<file path="src/rtl/pipelined_shift_unit_if.sv">
// Handshake bundle for the pipelined shift unit: operation request in, shifted result out.
// The master is the upstream/downstream side; the slave is the shift unit itself.
interface pipelined_shift_unit_if #(
    parameter int DATA_W  = 32,
    parameter int SHAMT_W = 5,
    parameter int TAG_W   = 4
);
    logic               in_valid;
    logic               in_ready;
    logic [DATA_W-1:0]  in_data;
    logic [SHAMT_W-1:0] in_shamt;
    logic               in_dir;
    logic [TAG_W-1:0]   in_tag;
    logic               out_valid;
    logic               out_ready;
    logic [DATA_W-1:0]  out_data;
    logic [TAG_W-1:0]   out_tag;

    modport master (
        output in_valid, in_data, in_shamt, in_dir, in_tag, out_ready,
        input  in_ready, out_valid, out_data, out_tag
    );

    modport slave (
        input  in_valid, in_data, in_shamt, in_dir, in_tag, out_ready,
        output in_ready, out_valid, out_data, out_tag
    );
endinterface

</file>
<file path="src/rtl/pipelined_shift_unit.sv">
// Five-stage elastic barrel shifter: stage k shifts by 2^(4-k) when its shamt bit is set.
// Logical left (dir=0) or arithmetic right (dir=1), with valid/ready backpressure.
module pipelined_shift_unit #(
    parameter int DATA_W  = 32,
    parameter int SHAMT_W = 5,
    parameter int TAG_W   = 4
) (
    input logic                   clock,
    input logic                   reset_n,
    pipelined_shift_unit_if.slave bus
);
    localparam int NSTAGE = SHAMT_W;

    typedef struct packed {
        logic               valid;
        logic [DATA_W-1:0]  data;
        logic [SHAMT_W-1:0] shamt;
        logic               dir;
        logic [TAG_W-1:0]   tag;
    } stage_t;

    stage_t          src;
    stage_t          stg [NSTAGE];
    logic [NSTAGE:0] rdy;

    assign src = '{valid: bus.in_valid, data: bus.in_data, shamt: bus.in_shamt,
                   dir: bus.in_dir, tag: bus.in_tag};

    // A stage can take a new entry when it is empty or its occupant moves on,
    // so bubbles collapse as backpressure ripples from the output to the input.
    always_comb begin
        rdy[NSTAGE] = bus.out_ready;
        for (int k = NSTAGE - 1; k >= 0; k--) begin
            rdy[k] = !stg[k].valid || rdy[k + 1];
        end
    end

    assign bus.in_ready = rdy[0];

    for (genvar k = 0; k < NSTAGE; k++) begin : g_stage
        localparam int BIT = NSTAGE - 1 - k;
        localparam int AMT = 1 << BIT;

        stage_t prev;
        stage_t nxt;
        stage_t q;

        if (k == 0) begin : g_first
            assign prev = src;
        end else begin : g_rest
            assign prev = stg[k - 1];
        end

        // NOTE: default the whole struct first so no field can infer a latch.
        always_comb begin
            nxt = prev;
            if (prev.shamt[BIT]) begin
                nxt.data = prev.dir ? DATA_W'($signed(prev.data) >>> AMT)
                                    : prev.data << AMT;
            end
        end

        // NOTE: non-blocking updates so every stage samples its predecessor's old value.
        always_ff @(posedge clock or negedge reset_n) begin
            if (!reset_n) begin
                q <= '0;
            end else if (rdy[k]) begin
                if (prev.valid) begin
                    q <= nxt;
                end else begin
                    q.valid <= 1'b0;
                end
            end
        end

        assign stg[k] = q;
    end

    assign bus.out_valid = stg[NSTAGE - 1].valid;
    assign bus.out_data  = stg[NSTAGE - 1].data;
    assign bus.out_tag   = stg[NSTAGE - 1].tag;
endmodule

</file>
<file path="src/flat_wrapper.sv">
// flat-port wrapper written by rule: the top's interface ports become plain ports
module pipelined_shift_unit_flat 
#(
    parameter int DATA_W  = 32,
    parameter int SHAMT_W = 5,
    parameter int TAG_W   = 4
)
  (clock, reset_n, bus_in_valid, bus_in_data, bus_in_shamt, bus_in_dir, bus_in_tag, bus_out_ready, bus_in_ready, bus_out_valid, bus_out_data, bus_out_tag);
  pipelined_shift_unit_if #(.DATA_W(DATA_W), .SHAMT_W(SHAMT_W), .TAG_W(TAG_W)) bus_i ();
  input logic clock;
  input logic reset_n;
  input wire logic [$bits(bus_i.in_valid)-1:0] bus_in_valid;
  input wire logic [$bits(bus_i.in_data)-1:0] bus_in_data;
  input wire logic [$bits(bus_i.in_shamt)-1:0] bus_in_shamt;
  input wire logic [$bits(bus_i.in_dir)-1:0] bus_in_dir;
  input wire logic [$bits(bus_i.in_tag)-1:0] bus_in_tag;
  input wire logic [$bits(bus_i.out_ready)-1:0] bus_out_ready;
  output wire logic [$bits(bus_i.in_ready)-1:0] bus_in_ready;
  output wire logic [$bits(bus_i.out_valid)-1:0] bus_out_valid;
  output wire logic [$bits(bus_i.out_data)-1:0] bus_out_data;
  output wire logic [$bits(bus_i.out_tag)-1:0] bus_out_tag;
  assign bus_i.in_valid = bus_in_valid;
  assign bus_i.in_data = bus_in_data;
  assign bus_i.in_shamt = bus_in_shamt;
  assign bus_i.in_dir = bus_in_dir;
  assign bus_i.in_tag = bus_in_tag;
  assign bus_i.out_ready = bus_out_ready;
  assign bus_in_ready = bus_i.in_ready;
  assign bus_out_valid = bus_i.out_valid;
  assign bus_out_data = bus_i.out_data;
  assign bus_out_tag = bus_i.out_tag;
  pipelined_shift_unit #(.DATA_W(DATA_W), .SHAMT_W(SHAMT_W), .TAG_W(TAG_W)) u_core (.clock(clock), .reset_n(reset_n), .bus(bus_i));
endmodule
</file>
<file path="config.mk">
export PLATFORM = sky130hd
export DESIGN_NAME = pipelined_shift_unit_flat
export DESIGN_NICKNAME = d
export VERILOG_FILES = /design/src/rtl/pipelined_shift_unit_if.sv /design/src/rtl/pipelined_shift_unit.sv /design/src/flat_wrapper.sv
export SDC_FILE = /design/constraint.sdc
export NUM_CORES = 1
export LEC_CHECK = 0
export BUFFER_PORTS_ARGS = -buffer_cell sky130_fd_sc_hd__buf_2
export CELL_PAD_IN_SITES_DETAIL_PLACEMENT = 0
export CELL_PAD_IN_SITES_GLOBAL_PLACEMENT = 1
export CORE_MARGIN = 3
export CORE_UTILIZATION = 42
export CTS_CLUSTER_DIAMETER = 60
export DETAILED_ROUTE_END_ITERATION = 8
export PLACE_DENSITY_LB_ADDON = 0.1
export SYNTH_ARGS = -nofsm -noshare
export SYNTH_HDL_FRONTEND = slang
export SYNTH_SLANG_ARGS = --single-unit
</file>
<file path="constraint.sdc">
create_clock -name clock -period 2.5 [get_ports clock]
set_clock_uncertainty 0.2 [all_clocks]
set_input_delay 0.125 -clock clock [delete_from_list [all_inputs] [get_ports clock]]
set_output_delay 0.125 -clock clock [all_outputs]
set_load 0.02 [all_outputs]
</file>
Word-level counts from Yosys, hierarchy flattened. Cells that the tools add are included.

Multiplexer cells: 15. Reduce and logical (&&, ||, !) cells: 15.

Operators with widths (count): $mux W32 (10); $reduce_and A2 Y1 (5); $logic_not A1 Y1 (5); $logic_or A1 B1 Y1 (5); $mux W1 (5).

Word-level logic and storage cells: 53. Output and inout bits: 38. Register bits: 199. Bits of input ports: 46.

Depth between registers and ports, before layout. Gate-level depths: netlist (run 1).

Depth after elaboration: 7. Depth in mapped cells: 5. Depth with buffers taken out: 3.

Worst setup path after synthesis (run 1). OpenSTA, ideal clock, no wires.

Path kind: register -> register. Start: register u_core.g_stage[4].q, in the netlist u_core.bus.out_valid. End: register u_core.g_stage[3].q[0] in the netlist's numbering. Path slack: 668 ps. Arrival time: 1507 ps. Buffers on the path: 2. Stages on the path, launching flop included: 6. Data required time: 2175 ps. Setup time: 125 ps. Period minus slack after synthesis: 1832 ps. Cell sequence: dfrtp_1 -> nand2b_1 -> o21ai_1 -> buf_4 -> buf_4 -> mux2_2.

Word-level cells in the longest chain between the ends: 4.

Ends and longest elaborated chain: from (decl) (RTL line pipelined_shift_unit.sv:46) `stage_t q;`; from (signal assigned) (RTL line pipelined_shift_unit.sv:69) `q <= nxt;`; $logic_not A1 Y1 (RTL line pipelined_shift_unit.sv:34) `rdy[k] = !stg[k].valid || rdy[k + 1];`; $logic_or A1 B1 Y1 (2 in series) (RTL line pipelined_shift_unit.sv:34); $reduce_and A2 Y1 (no source line); to (signal assigned) (RTL line pipelined_shift_unit.sv:69); to (decl) (RTL line pipelined_shift_unit.sv:46).

No other way between the ends. A chain may end at the register's enable or synchronous reset.

Worst setup path in the final report (run 1).
Start: input bus_in_dir. End: register u_core.g_stage[0].q[12] in the netlist's numbering.

Word-level cells in the longest chain between the ends: 2.

Ends and longest elaborated chain: from (decl) (RTL line flat_wrapper.sv:15) `input wire logic [$bits(bus_i.in_dir)-1:0] bus_in_dir;`; $mux W32 (RTL line pipelined_shift_unit.sv:58) `nxt.data = prev.dir ? DATA_W'($signed(prev.data) >>> AMT)`; $mux W32 (RTL line pipelined_shift_unit.sv:57) `if (prev.shamt[BIT]) begin`; to (signal assigned) (RTL line pipelined_shift_unit.sv:69); to (decl) (RTL line pipelined_shift_unit.sv:46).

No other way between the ends.

==> results of run 1 <==
==> cells in the mapped netlist, drive strengths merged <==
| master | count | area, um2 |
|---|---|---|
| dfrtp | 199 | 4980 |
| mux2 | 191 | 2151 |
| nor2 | 124 | 465.5 |
| a21oi | 113 | 565.5 |
| mux2i | 113 | 1131 |
| buf | 39 | 244.0 |
| clkbuf | 32 | 120.1 |
| a31oi | 23 | 143.9 |
| a22o | 22 | 192.7 |
| nand2b | 19 | 118.9 |
| nor2b | 9 | 56.30 |
| inv | 7 | 26.28 |
| o21ai | 7 | 46.29 |
| nand2 | 5 | 21.27 |
| nand3 | 5 | 25.02 |
| and2 | 2 | 12.52 |
| a21boi | 1 | 11.26 |
| a21o | 1 | 7.510 |
| and4b | 1 | 10.01 |
| nand4b | 1 | 23.77 |
| o21bai | 1 | 7.510 |
==> timing repair <==
| action | 4_1_cts | 5_1_grt |
|---|---|---|
| setup endpoints to repair | 0 | 0 |
| endpoints found under the hold margin | 120 | 0 |
| hold buffers | 55 | 0 |
==> power by group through the flow <==
| stage | sequential, mW | combinational, mW | clock, mW |
|---|---|---|---|
| finish | 5.70 | 5.37 | 2.67 |
| detailed placement | 5.79 | 5.36 | 0 |
| global placement | 5.76 | 5.29 | 0 |
| floorplan | 5.60 | 4.01 | 0 |
| CTS | 5.72 | 5.46 | 2.76 |
| global route | 5.92 | 6.03 | 2.90 |
==> path summary, 6_finish.rpt <==
| check | to | depth (start not counted) |
|---|---|---|
| worst max-delay path | u_core.g_stage[0].q[12] | 7 |
| max in group asynchronous | u_core.g_stage[0].q[3] | 3 |
| min in group asynchronous | u_core.bus.out_data[3] | 2 |
| worst min register to register | u_core.g_stage[1].q[5] | 1 |
| worst max register to register | u_core.g_stage[3].q[5] | 4 |
| worst min-delay path | u_core.g_stage[0].q[36] | 4 |
==> cell families after synthesis <==
logic type | Yosys count | synth area share
mux | 304 | 0.3168
flops | 199 | 0.4807
compound gates | 168 | 0.09408
simple gates | 166 | 0.07077
buf+inv | 78 | 0.03768
==> state kept, by name, summed over array words and instances, names as in the netlist <==
register and cells:
u_core.bus.out_data 32, u_core.bus.out_valid 1, u_core.bus.out_tag 4, u_core.g_stage.q 162
==> per-stage QoR <==
stage | setup slack (ns) | power [mW]
floorplan | 0.6680 | 9.612
global placement | 0.5792 | 11.05
detailed placement | 0.5648 | 11.15
CTS | 0.3886 | 13.94
global route | 0.2724 | 14.85
finish | 0.3326 | 13.74
==> worst reg2reg max path, delay by kind of cell (launching register included) <==
kind                   cells  cell delay (ns)
multiplexers               1             0.43
AO/OA/AOI/OAI              1             0.16
flip-flops                 1             0.42
buffers and inverters      1             0.41
AND/OR/NAND/NOR            1             0.20
==> final cells by class <==
type | instances | area, um2
clock buffer | 17 | 425.4
timing repair buffer | 165 | 1277
multi-input combinational | 638 | 5009
sequential | 199 | 4981
tap | 319 | 399.1
inverter | 7 | 26.28
fill | 2182 | 11560
clock inverter | 15 | 140.1
==> per-layer routing <==
metal  vias up  GRT usage
li1       3512          -
met1      3369     0.2508
met2        91     0.2861
met3         9    0.03398
met4         0    0.03345
met5         -          0
==> flow_summary_export.csv, run 1 <==
group,metric,value,unit
die,start_util,0.4349,
detailed_routing,wire_per_inst,16.31,um
pwr,p_leak,5.376,nW
synthesis,synth-seq-cells,199,
timing,grt_setup_unrepaired,"no",
synthesis,syn_nets,961,
clock_tree,cts_tree,"yes",
finish,final_cell_mix,"198 x dfrtp_1, 183 x mux2_2, 124 x nor2_1",
worst_setup_path,crit-reg2reg-launch,"u_core.bus.out_valid",
global_route,overflow,0,
worst_setup_path,reg2reg_slack,0.56,ns
finish,final_area,12260,um2
clock_tree,root_buffer,"clkbuf_16",
timing,max_slew.worst_pin.slew,0.6663,ns
clock_tree,cts_made_buffers,17,
worst_setup_path,path_buf_inv,4,
detailed_routing,drtPass1Iterations,4,
finish,layout.cells.non_filler,1360,
detailed_routing,drc,0,
finish,drive_gt1_frac,0.3180,
flow_run,maxCapViolCount,0,
finish,utilization,0.5145,
timing,setup_viol,0,
worst_setup_path,crit_fanout,20,
finish,antenna_cells,0,
clock_tree,clock_path_buffers,2,
min_path,hp-start,"bus_in_data[10]",
detailed_routing,dr_wl_met2,10450,um
worst_setup_path,cpLargestDelayFamily,"buffers and inverters",
min_path,hold_class,"input pin to flop",
synthesis,syn_avg_cell_area,11.32,um2
worst_setup_path,worst_setup_path_end_kind,"flop",
pwr,clkPwrFrac,0.194,
worst_setup_path,arrival,2.30,ns
detailed_routing,drt_iter0_drc,325,
global_route,grt_pass1_wl,37780,um
timing,fin_tns_setup,0,ns
timing,hold_violations,1,
global_route,grt_start_max_net_pins,80,
detailed_routing,vias_per_cell,5.133,
worst_setup_path,cp.required,2.63,ns
global_route,antenna_found_initial,0,
timing,relSlewSlack,0.5558,
place,gp_congestion,0.7567,
timing,timing.final.crit_share,0.8670,
detailed_routing,wl_met1,11090,um
die,num_rows,56,
worst_setup_path,path_common_cell,"dlygate4sd3_1",
outcome,status,"finished, violations left",
clock_tree,cts_setup_buffers,0,
synthesis,yosysSeqAreaShare,0.4807,
clock_tree,cts-resized-gates,0,
place,place_inst,1273,
timing,max_freq,0.4614,GHz
clock_tree,clock_latency,0.45,ns
pwr,p_comb_frac,0.391,
pwr,p_switching,5.118,mW
timing,maxSlewViolCount,0,
worst_setup_path,crit_chain,"dlygate4sd3_1, buf_2, and2_0, buf_4, a22o_1, dlygate4sd3_1, mux2_1",
detailed_routing,drt-total-wl,22180,um
pwr,power.density,1121,nW/um2
detailed_routing,route.antenna.remaining_nets,0,
timing,fin_hold_ws,-0.002806,ns
detailed_routing,wl_met3,546,um
detailed_routing,highest_layer,"met4",
synthesis,netlist_instances,915,
outcome,violations,"hold timing",
global_route,grt_util_all_layers,0.1769,
clock_tree,path_clk_slew,0.08,ns
die,io_pins,84,
synthesis,syn_area,10360,um2
pwr,pwr-share-seq,0.415,
place,numPortBuffers,83,
synthesis,ys_warn_count,0,
finish,final_common_cell,"dfrtp_1",
timing,layout_min_cycle_time,2.167,ns
die,die-area,26590,um2
worst_setup_path,start_kind,"input pin",
synthesis,synthDistinctLibCells,29,
die,core_area,23820,um2
global_route,grt_pass1_vias,6991,
worst_setup_path,path_class,"input pin to flop",
pwr,p_int,8.617,mW
finish,nets,1074,
place,placed_area,11140,um2
pwr,swShare,0.3727,
detailed_routing,via_count,6981,
pwr,vdd_drop_max,0.4383,mV
place,dp_hpwl,15620,um
die,die_w,163.1,um
worst_setup_path,crit_path_top_delay_cell,"dlygate4sd3_1",
die,die_h,163.1,um
clock_tree,htreeDepth,4,
clock_tree,cts.sinks,199,
worst_setup_path,max_stage_delay,0.56,ns
worst_setup_path,startpoint,"bus_in_dir",
finish,area_growth,18.32,%
Power figures use the tool's default switching activity.
==> run 2: changes to the inputs <==
--- a/config.mk
+++ b/config.mk
@@ -5,14 +5,16 @@
 export SDC_FILE = /design/constraint.sdc
 export NUM_CORES = 1
 export LEC_CHECK = 0
+export ABC_AREA = 1
 export BUFFER_PORTS_ARGS = -buffer_cell sky130_fd_sc_hd__buf_2
+export CAP_MARGIN = 10
 export CELL_PAD_IN_SITES_DETAIL_PLACEMENT = 0
 export CELL_PAD_IN_SITES_GLOBAL_PLACEMENT = 1
 export CORE_MARGIN = 3
 export CORE_UTILIZATION = 42
 export CTS_CLUSTER_DIAMETER = 60
 export DETAILED_ROUTE_END_ITERATION = 8
-export PLACE_DENSITY_LB_ADDON = 0.1
+export PLACE_DENSITY_LB_ADDON = 0.05
 export SYNTH_ARGS = -nofsm -noshare
 export SYNTH_HDL_FRONTEND = slang
 export SYNTH_SLANG_ARGS = --single-unit
==> run 2 against run 1 <==
Compared with the run above: the flow still finishes with violations (hold timing); synthesized cell count up 45%; die area down 3.1%; sequential power down 10%; first-iteration DRC count up 74%; register-to-register slack better by 0.12 ns; power down 9.9%; fmax up 4.4%; sequential cell count unchanged; synthesized area down 3.2%; largest power group unchanged.
==> flow_summary_export.csv, run 2 <==
group,metric,value,unit
outcome,status,"finished, violations left",
timing,fin_tns_setup,0,ns
die,die-area,25770,um2
timing,fin_ws,0.4243,ns
timing,max_freq,0.4818,GHz
place,dp_hpwl,18160,um
pwr,power.density,1042,nW/um2
pwr,p_int,7.234,mW
finish,antenna_cells,0,
finish,final_cell_mix,"560 x nand2_1, 199 x dfrtp_1, 150 x nand3_1",
die,num_rows,55,
finish,n_fill_cell,2344,
timing,maxSlewViolCount,0,
detailed_routing,via_count,8885,
pwr,clkPwrFrac,0.217,
worst_setup_path,path_class,"input pin to flop",
timing,timing.final.crit_share,0.8303,
finish,drive_gt1_frac,0.1111,
synthesis,synth_area_leaders,"dfrtp_1 50%, nand2_1 21%, nand3_1 7.5%",
clock_tree,root_buffer,"clkbuf_16",
clock_tree,htreeDepth,4,
place,gp_congestion,0.8261,
synthesis,syn_avg_cell_area,7.540,um2
synthesis,syn_area,10030,um2
timing,grt_setup_unrepaired,"no",
timing,fin_hold_ws,-0.002706,ns
synthesis,ys_warn_count,0,
clock_tree,clock_path_buffers,2,
worst_setup_path,crit_fanout,18,
finish,largest_reg_flops,162,
clock_tree,clock_latency,0.43,ns
detailed_routing,route.antenna.remaining_nets,0,
synthesis,synth-seq-cells,199,
timing,relSlewSlack,0.6681,
timing,hold_violations,1,
detailed_routing,drt_iter0_drc,567,
synthesis,synth.most_common_cell,"nand2_1",
finish,nets,1482,
clock_tree,cts_setup_buffers,0,
pwr,vdd_drop_max,0.4563,mV
finish,area_growth,18.34,%
detailed_routing,drtPass1Iterations,5,
detailed_routing,drt-total-wl,25550,um
die,io_pins,84,
global_route,grt_pass1_vias,8698,
die,die_w,160.5,um
pwr,p_leak,5.885,nW
detailed_routing,vias_per_cell,5.043,
global_route,grt_util_all_layers,0.2051,
flow_run,maxCapViolCount,0,
synthesis,synth_top_area_frac,0.4966,
place,place_ws,0.7125,ns
synthesis,post_synth_most_frequent_cells,"560 x nand2_1, 199 x dfrtp_1, 150 x nand3_1",
synthesis,netlist_instances,1330,
worst_setup_path,arrival,2.25,ns
synthesis,yosysSeqAreaShare,0.4966,
pwr,p_switching,5.137,mW
worst_setup_path,crit-reg2reg-launch,"u_core.g_stage[1].q[7]",
outcome,violations,"hold timing",
synthesis,synth_async_sr_flop_share,1.000,
worst_setup_path,worst_setup_path_end_kind,"flop",
min_path,hold_class,"input pin to async pin",
timing,setup_viol,0,
place,numPortBuffers,83,
synthesis,synthFlopType,"dfrtp_1",
finish,regMostFlops,"u_core.g_stage.q",
global_route,overflow,0,
pwr,pwr-share-seq,0.413,
synthesis,synth-edff-count,0,
synthesis,syn_nets,1376,
synthesis,synthDistinctLibCells,25,
global_route,grt_start_max_net_pins,53,
worst_setup_path,cp.required,2.67,ns
worst_setup_path,start_kind,"input pin",
pwr,swShare,0.4152,
detailed_routing,wire_per_inst,14.50,um
clock_tree,cts_tree,"yes",
global_route,grt_pass1_wl,44180,um
timing,max_slew.worst_pin.slew,0.4972,ns
worst_setup_path,timing.rr.end,"u_core.g_stage[2].q[40]",
pwr,p_comb_frac,0.369,
die,die_h,160.5,um
synthesis,netlist.top_cell.by_area,"dfrtp_1",
worst_setup_path,reg2regPathDepth,6,
finish,final_common_cell,"nand2_1",
worst_setup_path,reg2reg_slack,0.68,ns
clock_tree,cts.sinks,199,
clock_tree,cts_made_buffers,17,
global_route,antenna_found_initial,0,
detailed_routing,drc,0,
timing,layout_min_cycle_time,2.076,ns
die,core_area,23050,um2
clock_tree,path_clk_slew,0.08,ns
die,start_util,0.4350,
-- run 2: changes by cell type after synthesis, sizes merged, moves of 27 or more --
| cell | before | now |
|---|---|---|
| nand2 | 5 | 564 |
| a21oi | 113 | 65 |
| mux2 | 191 | 0 |
| nand3 | 5 | 152 |
| inv | 7 | 68 |
| a22oi | 0 | 27 |
| nor2 | 124 | 52 |
| o21ai | 7 | 84 |
| mux2i | 113 | 0 |
-- run 2: layout make-up --
type / count / area (um2) / area share
Inverter: 69 / 259.0 / 0.02182
Tap cell: 313 / 391.6 / 0.03300
Multi-Input combinational cell: 976 / 4334 / 0.3652
Clock buffer: 18 / 439.2 / 0.03701
Clock inverter: 14 / 141.4 / 0.01191
Timing Repair Buffer: 173 / 1323 / 0.1114
Sequential cell: 199 / 4980 / 0.4196
-- run 2: power groups by stage --
stage	registers, mW	logic, mW	clock network (mW)
global placement	5.15	4.50	0
global route	5.27	5.21	2.90
detailed placement	5.18	4.52	0
finish	5.11	4.57	2.69
floorplan	5.31	2.99	0
CTS	5.11	4.62	2.75
-- run 2: worst max-delay path by stage --
stage                                      start                      end  slack, ns  cells after the start
final                                 bus_in_dir  u_core.g_stage[0].q[38]       0.42                      9
after global routing                  bus_in_dir  u_core.g_stage[0].q[38]       0.30                      9
after CTS                   u_core.bus.out_valid             bus_in_ready       0.42                      5
after detailed placement  u_core.g_stage[1].q[7]  u_core.g_stage[2].q[40]       0.71                      6
after global placement    u_core.g_stage[1].q[7]  u_core.g_stage[2].q[38]       0.73                      6
after floorplan             u_core.bus.out_valid   u_core.g_stage[0].q[0]       0.86                      6
-- run 2: logic make-up after synthesis --
group / after synthesis / share of synthesized area
buf+inv: 155 / 0.07149
compound gates: 208 / 0.1205
simple gates: 768 / 0.3114
flops: 199 / 0.4966
-- run 2: through the flow --
step / total power [mW] / util / instances / cell area (um2) / hold WS (ns)
after floorplan: 8.299 / - / 1330 / 10030 / -0.3706
after global placement: 9.648 / 0.4640 / 1671 / 10700 / -0.09029
after detailed placement: 9.694 / 0.4640 / 1671 / 10700 / -0.08854
after CTS: 12.49 / 0.5148 / 1762 / 11870 / 0.005705
after global routing: 13.38 / 0.5148 / 1762 / 11870 / 0.03607
final: 12.37 / 0.5148 / 1762 / 11870 / -0.002706
-- run 2: critical path, cell delays in order --
cell	delay [ns]
dlygate4sd3_1	0.54
buf_2	0.13
buf_4	0.20
nor2_4	0.36
nand2_1	0.09
nand3_1	0.08
dlygate4sd3_1	0.56
nand3_1	0.07
nand2_1	0.09
-- run 2: metal layers --
metal | vias up | share of wire | global-route usage
met5 | - | 0 | 0
met4 | 0 | 0.011 | 0.04300
met3 | 20 | 0.033 | 0.03327
met2 | 165 | 0.49 | 0.3503
met1 | 4162 | 0.47 | 0.2769
li1 | 4538 | - | -
-- run 2: what timing repair did --
| action | CTS | global route |
|---|---|---|
| hold buffers | 59 | 0 |
| resized for setup | 0 | 0 |
| endpoints found under the hold margin | 243 | 0 |
==> run 3: changes to the inputs <==
--- a/config.mk
+++ b/config.mk
@@ -5,7 +5,7 @@
 export SDC_FILE = /design/constraint.sdc
 export NUM_CORES = 1
 export LEC_CHECK = 0
-export ABC_AREA = 1
+export ABC_AREA = 0
 export BUFFER_PORTS_ARGS = -buffer_cell sky130_fd_sc_hd__buf_2
 export CAP_MARGIN = 10
 export CELL_PAD_IN_SITES_DETAIL_PLACEMENT = 0
==> constraint.sdc (replaced) <==
create_clock -name clock -period 2 [get_ports clock]
set_clock_uncertainty 0.2 [all_clocks]
set_input_delay 0.1 -clock clock [delete_from_list [all_inputs] [get_ports clock]]
set_output_delay 0.1 -clock clock [all_outputs]
set_load 0.02 [all_outputs]
==> run 3 against run 2 <==
Compared with the run above: the flow now finishes without violations; clock-buffer cell count stayed put; setup slack worse by 0.31 ns; clock power is 28% higher; final cell count is 23% lower; power is 41% higher; first-iteration DRC count is 55% lower; sequential share of layout area is 1.8 points lower; die area is 3.2% higher; non-clock buffer count is 3 lower; utilization is 0.60 points higher.
==> flow_summary_export.csv, run 3 (synthesized netlist as in run 1, its figures left out) <==
group,metric,value,unit
die,core_area,23820,um2
timing,timing.final.crit_share,0.9415,
clock_tree,cts_hold_buf,59,
global_route,overflow,0,
finish,final_common_cell,"dfrtp_1",
pwr,power.density,1404,nW/um2
finish,utilization,0.5208,
detailed_routing,drc,0,
detailed_routing,via_count,6985,
timing,setup_viol,0,
finish,final_area,12410,um2
timing,layout_min_cycle_time,1.883,ns
finish,antenna_cells,0,
outcome,status,"completed",
worst_setup_path,worst_setup_path_end_kind,"flop",
pwr,p_leak,5.429,nW
timing,fin_tns_setup,0,ns
worst_setup_path,crit_fanout,40,
finish,drive_gt1_frac,0.3164,
clock_tree,clock_path_buffers,2,
min_path,hold_class,"input pin to async pin",
pwr,vdd_drop_max,0.5764,mV
finish,area_growth,19.76,%
worst_setup_path,path_class,"flop to flop",
clock_tree,cts-resized-gates,0,
die,start_util,0.4349,
timing,hold_violations,0,
clock_tree,cts.sinks,199,
pwr,clkPwrFrac,0.197,
detailed_routing,route.antenna.remaining_nets,0,
clock_tree,cts_setup_buffers,0,
detailed_routing,wire_per_inst,15.57,um
timing,max_freq,0.5311,GHz
pwr,p_comb_frac,0.398,
timing,grt_setup_unrepaired,"no",
die,die-area,26590,um2
die,die_w,163.1,um
pwr,pwr-share-seq,0.405,
global_route,grt_util_all_layers,0.1684,
die,io_pins,84,
detailed_routing,drt_iter0_drc,254,
finish,regMostFlops,"u_core.g_stage.q",
timing,max_slew.worst_pin.slew,0.7445,ns
global_route,grt_pass1_vias,7065,
clock_tree,cts_made_buffers,17,
global_route,grt_start_max_net_pins,64,
detailed_routing,drt-total-wl,21250,um
finish,largest_reg_flops,162,
finish,nets,1079,
die,die_h,163.1,um
worst_setup_path,arrival,1.99,ns
worst_setup_path,cp.required,2.11,ns
place,placed_area,11220,um2
pwr,swShare,0.3636,
global_route,grt_pass1_wl,36180,um
place,place_ws,0.1199,ns
pwr,p_int,11.08,mW
timing,fin_ws,0.1170,ns
flow_run,maxCapViolCount,0,
die,num_rows,56,
timing,relSlewSlack,0.5034,
clock_tree,path_clk_slew,0.07,ns
clock_tree,cts_tree,"yes",
clock_tree,root_buffer,"clkbuf_16",
worst_setup_path,start_kind,"flop",
timing,maxSlewViolCount,0,
detailed_routing,drtPass1Iterations,4,
clock_tree,htreeDepth,4,
place,numPortBuffers,83,
clock_tree,clock_latency,0.43,ns
pwr,p_switching,6.332,mW
detailed_routing,vias_per_cell,5.117,
place,dp_hpwl,15960,um
place,gp_congestion,0.7852,
finish,final_cell_mix,"198 x dfrtp_1, 183 x mux2_2, 124 x nor2_1",
global_route,antenna_found_initial,0,
[run 3: cell count changes in the layout (fill, tap and decap cells not counted), moves of 67 or more]
cell / previous run / this run
nor2_1: 46 / 124
mux2_2: 0 / 183
nand2_1: 560 / 4
nand3_1: 150 / 5
mux2i_1: 0 / 113
o21ai_0: 72 / 5
[run 3: area by class of cell]
| class | instances | area (um2) |
|---|---|---|
| clock buffer | 18 | 429.2 |
| clock inverter | 14 | 162.7 |
| fill | 2157 | 11420 |
| inverter | 7 | 26.28 |
| multi-input combinational | 638 | 5009 |
| sequential | 199 | 4981 |
| tap | 319 | 399.1 |
| timing repair buffer | 170 | 1400 |
[run 3: stage by stage]
step / power [mW] / hold slack (ns) / instances
floorplan: 12.01 / -0.3956 / 915
global placement: 13.82 / -0.08383 / 1274
detailed placement: 14.05 / -0.07454 / 1274
CTS: 17.64 / 0.01135 / 1365
global route: 18.75 / 0.03821 / 1365
finish: 17.42 / 0.02316 / 1365
[run 3: path summary, 6_finish.rpt]
| check | from | endpoint | slack, ns | cells past startpoint |
|---|---|---|---|---|
| setup / recovery | u_core.g_stage[2].q[42] | u_core.g_stage[1].q[2] | 0.12 | 4 |
| hold / removal | reset_n | u_core.bus.out_data[3] | 0.02 | 2 |
| setup reg to reg | u_core.g_stage[2].q[42] | u_core.g_stage[1].q[2] | 0.12 | 4 |
| hold reg to reg | u_core.g_stage[0].q[5] | u_core.g_stage[1].q[5] | 0.29 | 1 |
| max in group asynchronous | reset_n | u_core.g_stage[2].q[34] | 0.94 | 3 |
| min in group clock | bus_in_shamt[4] | u_core.g_stage[0].q[32] | 0.03 | 3 |
[run 3: worst max-delay path, cell delays in order (launching register included)]
cell      delay, ns
dfrtp_1        0.46
and4b_1        0.30
a21boi_4       0.19
buf_12         0.23
mux2_2         0.37
[run 3: metal layers]
layer,global-route usage,share of wire
met1,0.2238,0.48
met2,0.2823,0.48
met4,0.05844,0.021
met5,0,0
met3,0.02536,0.025
[run 3: power by group through the flow]
stage | clock (mW) | sequential, mW | combinational [mW]
2_1_floorplan | 0 | 7.00 | 5.01
3_3_place_gp | 0 | 7.07 | 6.75
3_5_place_dp | 0 | 7.16 | 6.90
4_1_cts | 3.54 | 7.07 | 7.04
5_1_grt | 3.71 | 7.29 | 7.75
6_report | 3.43 | 7.05 | 6.94
